$ cat config.mk
export PLATFORM = sky130hd
export DESIGN_NAME = lcd_bus_sequencer
export DESIGN_NICKNAME = d
export VERILOG_FILES = /design/src/rtl/lcd_bus_sequencer.sv
export SDC_FILE = /design/constraint.sdc
export NUM_CORES = 1
export LEC_CHECK = 0
export BUFFER_PORTS_ARGS = -buffer_cell sky130_fd_sc_hd__buf_2
export CELL_PAD_IN_SITES_DETAIL_PLACEMENT = 0
export CELL_PAD_IN_SITES_GLOBAL_PLACEMENT = 1
export CORE_UTILIZATION = 42
export CTS_CLUSTER_DIAMETER = 100
export DETAILED_ROUTE_END_ITERATION = 7
export HOLD_SLACK_MARGIN = 0.08
export PLACE_DENSITY_LB_ADDON = 0.1
export SLEW_MARGIN = 10
export SYNTH_ARGS = -nofsm -noshare
export SYNTH_HDL_FRONTEND = slang
export SYNTH_SLANG_ARGS = --single-unit
$ cat constraint.sdc
create_clock -name clk -period 2.9 [get_ports clk]
set_input_delay 0.145 -clock clk [delete_from_list [all_inputs] [get_ports clk]]
set_output_delay 0.145 -clock clk [all_outputs]
set_load 0.01 [all_outputs]
$ cat src/rtl/lcd_bus_sequencer.sv
// HD44780-style LCD bus master: optional busy-flag polling followed by one
// byte transfer, with E-strobe setup/pulse/hold timing generated in hardware.
module lcd_bus_sequencer #(
  parameter int unsigned SETUP_CYC = 2,
  parameter int unsigned PULSE_CYC = 12,
  parameter int unsigned HOLD_CYC  = 2,
  parameter int unsigned POLL_MAX  = 1023
) (
  input  logic       clk,
  input  logic       rst,
  input  logic       reqValid,
  output logic       reqReady,
  input  logic       reqRS,
  input  logic       reqRead,
  input  logic [7:0] reqData,
  input  logic       pollBusy,
  output logic       rspValid,
  output logic [7:0] rspData,
  output logic       timeout,
  output logic       lcdRS,
  output logic       lcdRW,
  output logic       lcdE,
  output logic [7:0] lcdDataOut,
  output logic       lcdDataOE,
  input  logic [7:0] lcdDataIn
);

  localparam int unsigned DATA_W  = 8;
  localparam int unsigned POLL_W  = 10;
  localparam int unsigned MAX_SP  = (SETUP_CYC > PULSE_CYC) ? SETUP_CYC : PULSE_CYC;
  localparam int unsigned MAX_CYC = (MAX_SP > HOLD_CYC) ? MAX_SP : HOLD_CYC;
  localparam int unsigned CNT_W   = (MAX_CYC > 1) ? $clog2(MAX_CYC) : 1;

  typedef enum logic [2:0] {
    IDLE, P_SETUP, P_PULSE, P_HOLD, T_SETUP, T_PULSE, T_HOLD, DONE
  } state_t;

  typedef struct packed {
    logic              rs;
    logic              rd;
    logic [DATA_W-1:0] data;
  } req_t;

  state_t            state_q, state_d;
  logic [CNT_W-1:0]  cnt_q, cnt_d;
  logic [POLL_W-1:0] poll_q, poll_d, poll_inc;
  logic              busy_q, busy_d;
  req_t              req_q, req_d;
  logic              timeout_d;
  logic              ready_d, rsp_valid_d;
  logic [DATA_W-1:0] rsp_data_d;
  logic              rs_d, rw_d, e_d, oe_d;
  logic [DATA_W-1:0] dout_d;
  logic              last;

  // Number of cycles (minus one) a timed state lasts; loaded on state entry.
  function automatic logic [CNT_W-1:0] dur(input state_t s);
    case (s)
      P_SETUP, T_SETUP: dur = CNT_W'(SETUP_CYC - 1);
      P_PULSE, T_PULSE: dur = CNT_W'(PULSE_CYC - 1);
      P_HOLD,  T_HOLD:  dur = CNT_W'(HOLD_CYC - 1);
      default:          dur = '0;
    endcase
  endfunction

  // Next state, phase timing, and the registered-output values for the next cycle.
  always_comb begin
    state_d     = state_q;
    cnt_d       = cnt_q;
    poll_d      = poll_q;
    busy_d      = busy_q;
    req_d       = req_q;
    timeout_d   = timeout;
    rsp_data_d  = rspData;
    ready_d     = 1'b0;
    rsp_valid_d = 1'b0;
    rs_d        = 1'b0;
    rw_d        = 1'b0;
    e_d         = 1'b0;
    oe_d        = 1'b0;
    dout_d      = '0;
    last        = (cnt_q == '0);
    poll_inc    = (poll_q >= POLL_W'(POLL_MAX)) ? poll_q : poll_q + POLL_W'(1);

    unique case (state_q)
      IDLE: begin
        if (reqValid && reqReady) begin
          req_d   = '{rs: reqRS, rd: reqRead, data: reqData};
          poll_d  = '0;
          state_d = pollBusy ? P_SETUP : T_SETUP;
        end
      end
      P_SETUP: if (last) state_d = P_PULSE;
      P_PULSE: begin
        if (last) begin
          busy_d  = lcdDataIn[7];
          state_d = P_HOLD;
        end
      end
      P_HOLD: begin
        if (last) begin
          if (!busy_q) begin
            state_d = T_SETUP;
          end else begin
            poll_d = poll_inc;
            if (poll_inc >= POLL_W'(POLL_MAX)) begin
              timeout_d = 1'b1;
              state_d   = T_SETUP;
            end else begin
              state_d = P_SETUP;
            end
          end
        end
      end
      T_SETUP: if (last) state_d = T_PULSE;
      T_PULSE: begin
        if (last) begin
          if (req_q.rd) rsp_data_d = lcdDataIn;
          state_d = T_HOLD;
        end
      end
      T_HOLD: if (last) state_d = DONE;
      DONE:   state_d = IDLE;
    endcase

    // Reload the phase counter on every state change, otherwise count down.
    if (state_d != state_q) begin
      cnt_d = dur(state_d);
    end else if (!last) begin
      cnt_d = cnt_q - CNT_W'(1);
    end

    // Bus pins reflect the state being entered, so they change only on entry.
    case (state_d)
      IDLE:            ready_d = 1'b1;
      P_SETUP, P_HOLD: rw_d    = 1'b1;
      P_PULSE: begin
        rw_d = 1'b1;
        e_d  = 1'b1;
      end
      T_SETUP, T_PULSE, T_HOLD: begin
        rs_d   = req_d.rs;
        rw_d   = req_d.rd;
        oe_d   = ~req_d.rd;
        dout_d = req_d.rd ? '0 : req_d.data;
        e_d    = (state_d == T_PULSE);
      end
      DONE:    rsp_valid_d = req_d.rd;
      default: ;
    endcase
  end

  // State and output registers; reset drops every pin immediately.
  always_ff @(posedge clk or negedge rst) begin
    if (!rst) begin
      state_q    <= IDLE;
      cnt_q      <= '0;
      poll_q     <= '0;
      busy_q     <= 1'b0;
      req_q      <= '0;
      reqReady   <= 1'b0;
      rspValid   <= 1'b0;
      rspData    <= '0;
      timeout    <= 1'b0;
      lcdRS      <= 1'b0;
      lcdRW      <= 1'b0;
      lcdE       <= 1'b0;
      lcdDataOut <= '0;
      lcdDataOE  <= 1'b0;
    end else begin
      state_q    <= state_d;
      cnt_q      <= cnt_d;
      poll_q     <= poll_d;
      busy_q     <= busy_d;
      req_q      <= req_d;
      reqReady   <= ready_d;
      rspValid   <= rsp_valid_d;
      rspData    <= rsp_data_d;
      timeout    <= timeout_d;
      lcdRS      <= rs_d;
      lcdRW      <= rw_d;
      lcdE       <= e_d;
      lcdDataOut <= dout_d;
      lcdDataOE  <= oe_d;
    end
  end

endmodule
==> results.toml <==
[outcome]
status = "complete, no violations"

[route]
viasPerCell = 5.38
wl_per_cell_um = 14.6
drc = 0
vias = 2082
ant_nets = 0
drt_iter0_drc = 70
routed_wl_um = 5670
dr.pass1.iters = 4

[global_route]
grt_usage_pct = 19.9
first_global_vias = 1977
grt_pass1_wl_um = 9580
grtUsageMet2_pct = 30.9
grt_overflow = 0
grtUsageMet1_pct = 28.3
grt_start_max_net_pins = 29
busiest_layer = "met2"
met3_usage_pct = 3.84
antenna_found_initial = 0

[worst_setup_path]
cpPeakStageDelay_ns = 0.55
r2r_cells = 6
cp_data_required_time_ns = 3.09
worstPathCellList = "inv_1 > ha_1 > nor3b_2 > nand2_1 > nor3_2 > mux2_2"
startpoint_type = "flop"
cp_slowest_cell = "nor3_2"
r2r-start = "cnt_q[0]$_DFFE_PN0P_"
r2r_setup_slack_ns = 0.59
critical_path_class = "reg2reg"
cp_data_arrival_time_ns = 2.50
critPathMaxFanout = 8
cp-end-kind = "flop"
rr_endpoint = "rspData[5]$_DFFE_PN0P_"

[sta]
finalCriticalPeriod_ns = 2.31
clock_skew_ns = 0.00553
slew_viol_final = 0
relSlewSlack_pct = 56.9
hold_viol_final = 0
setup_tns_ns = 0
min_period_over_period_pct = 79.7
worst_slew_pin_slew_ns = 0.646
timing.hold.ws_ns = 0.0971
fmax_ghz = 0.432
rsz0062_at_grt = "false"
setup_viol = 0

[cells_and_area]
stdcell_count = 387
syn2layout_area_growth_pct = 23.7
fill_cells = 525
diodes = 0
final_cell_mix = "nand2_1 (54), dfrtp_1 (51), buf_2 (44), dlygate4sd3_1 (16)"
nets = 338
layout_commonest_cell = "nand2_1"
drive_above_1_share_pct = 25.1

[min_path]
worstHoldStart = "reqData[0]"
holdPathStages = 3
worst_hold_path.endpoint = "req_q[0]$_DFF_PN0_"
hp-class = "in2reg"

[power]
pwr-share-clk_pct = 16.6
ir_drop_uv = 452
leakagePower_nw = 1.44
p_int_mw = 1.63
pwr-share-seq_pct = 45.6
combPwrFrac_pct = 37.7
swShare_pct = 37.4
power_density_nw_per_um2 = 856
p_sw_mw = 0.975

[place]
routabilityCongestion = 0.855
numPortBuffers = 44
dp_cells = 363
dp_hpwl_um = 3870

[cts]
cts_tree = "yes"
ctsResizeCount = 0
cts.sinks = 51
clock-root-buffer = "clkbuf_8"
postCtsSetupBuffers = 0
cts_buffers = 5
hold_buffers = 16
cts_buffer_depth = 2
htreeDepth = 2
clk_pin_slew_ns = 0.10
insertion_delay_ns = 0.30

[die]
design.core.area_um2 = 5570
fp.dieH_um = 78.5
die_area_um2 = 6170
initial_utilization_pct = 44.1
rows = 27
die_w_um = 78.5
ios = 45

[yosys]
syn_inst = 249
ys_ff_latch = 51
ys_async_sr_fraction_pct = 100
synth.avg_cell_area_um2 = 9.88
ys_seq_area_share_pct = 51.9
synth_fp_nets = 273
ys.flop_type = "dfrtp_1"
synth_enable_flop_cells = 0
ys_types = 52
yosys_warnings = 0
syn_area_um2 = 2460

[job]
drv_cap = 0
[registers in the layout (all words and copies together) (netlist names)]
| signal | count |
|---|---|
| busy_q | 1 |
| cnt_q | 4 |
| lcdDataOE | 1 |
| lcdDataOut | 8 |
| lcdE | 1 |
| lcdRS | 1 |
| lcdRW | 1 |
| poll_q | 10 |
| reqReady | 1 |
| req_q | 10 |
| rspData | 8 |
| rspValid | 1 |
| state_q | 3 |
| timeout | 1 |
[how the worst max path moves through the flow]
stage	start	end	cells past startpoint
finish	cnt_q[0]$_DFFE_PN0P_	rspData[5]$_DFFE_PN0P_	6
global route	cnt_q[0]$_DFFE_PN0P_	rspData[3]$_DFFE_PN0P_	6
CTS	cnt_q[0]$_DFFE_PN0P_	rspData[5]$_DFFE_PN0P_	6
detailed placement	cnt_q[0]$_DFFE_PN0P_	rspData[1]$_DFFE_PN0P_	6
global placement	cnt_q[0]$_DFFE_PN0P_	rspData[5]$_DFFE_PN0P_	6
floorplan	poll_q[0]$_DFFE_PN0P_	cnt_q[0]$_DFFE_PN0P_	8
[worst max-delay path, delay by kind of cell (launching register included)]
family                   cells  cell delay [ns]
adder cells (fa/ha/maj)      1             0.23
buffers and inverters        1             0.10
flip-flops                   1             0.40
multiplexers                 1             0.40
AND/OR/NAND/NOR              3             1.07
[metal layers]
metal  routed length [um]  up-vias
li1                     -     1010
met1                 2650     1015
met2                 2770       50
met3                  176        7
met4                   69        0
met5                    0        -
[logic make-up (layout without fill, tap and decap cells)]
group,after synthesis,in the layout,share of synthesized area (%)
AND/OR/NAND/NOR,122,122,25.8
flip-flops,51,51,51.9
AO/OA/AOI/OAI,44,44,12.8
XOR/XNOR,1,1,0.356
adder cells (fa/ha/maj),2,2,1.02
buffers and inverters,17,83,2.80
multiplexers,12,12,5.39
[layout make-up]
class	instances	area (um^2)	area share (%)
clock buffers	6	82.6	2.71
clock inverters	2	16.3	0.535
inverters	8	30.0	0.987
multi-input cells	181	1110	36.6
flip-flops and latches	51	1280	41.9
well taps	72	90.1	2.96
repair buffers	67	433	14.2
[Yosys cell counts (all sizes together), types with 2 or more instances]
cell | number | area share [%]
a211oi | 3 | 0.92
a21oi | 7 | 1.6
a221oi | 2 | 0.71
a311oi | 2 | 0.71
a31oi | 3 | 0.76
and3 | 7 | 1.8
buf | 2 | 0.51
clkbuf | 7 | 1.1
dfrtp | 51 | 52
ha | 2 | 1.0
inv | 8 | 1.2
mux2 | 10 | 4.6
mux2i | 2 | 0.81
nand2 | 54 | 8.2
nand2b | 2 | 0.51
nand3 | 13 | 2.6
nand4 | 3 | 1.4
nor2 | 13 | 2.0
nor2b | 10 | 2.5
nor3 | 6 | 1.4
nor4 | 3 | 1.3
o2111ai | 2 | 0.97
o21ai | 13 | 2.6
o21bai | 2 | 0.61
or3 | 2 | 0.51
[metrics by stage]
step           power (mW)  worst slack [ns]  area, um^2  utilization [%]
2_1_floorplan        1.84             0.765        2460                -
3_3_place_gp         2.17             0.663        2780             49.9
3_5_place_dp         2.18             0.570        2780             49.9
4_1_cts              2.63             0.585        3040             54.6
5_1_grt              2.81             0.380        3040             54.6
6_report             2.61             0.588        3040             54.6
[power groups by stage]
stage               clock, mW  sequential [mW]  combinational [mW]
global placement            0             1.20               0.971
detailed placement          0             1.20               0.979
floorplan                   0             1.21               0.633
finish                  0.434             1.19               0.984
global route            0.476             1.23                1.11
CTS                     0.452             1.19               0.994
(Power assumes the default switching activity.)
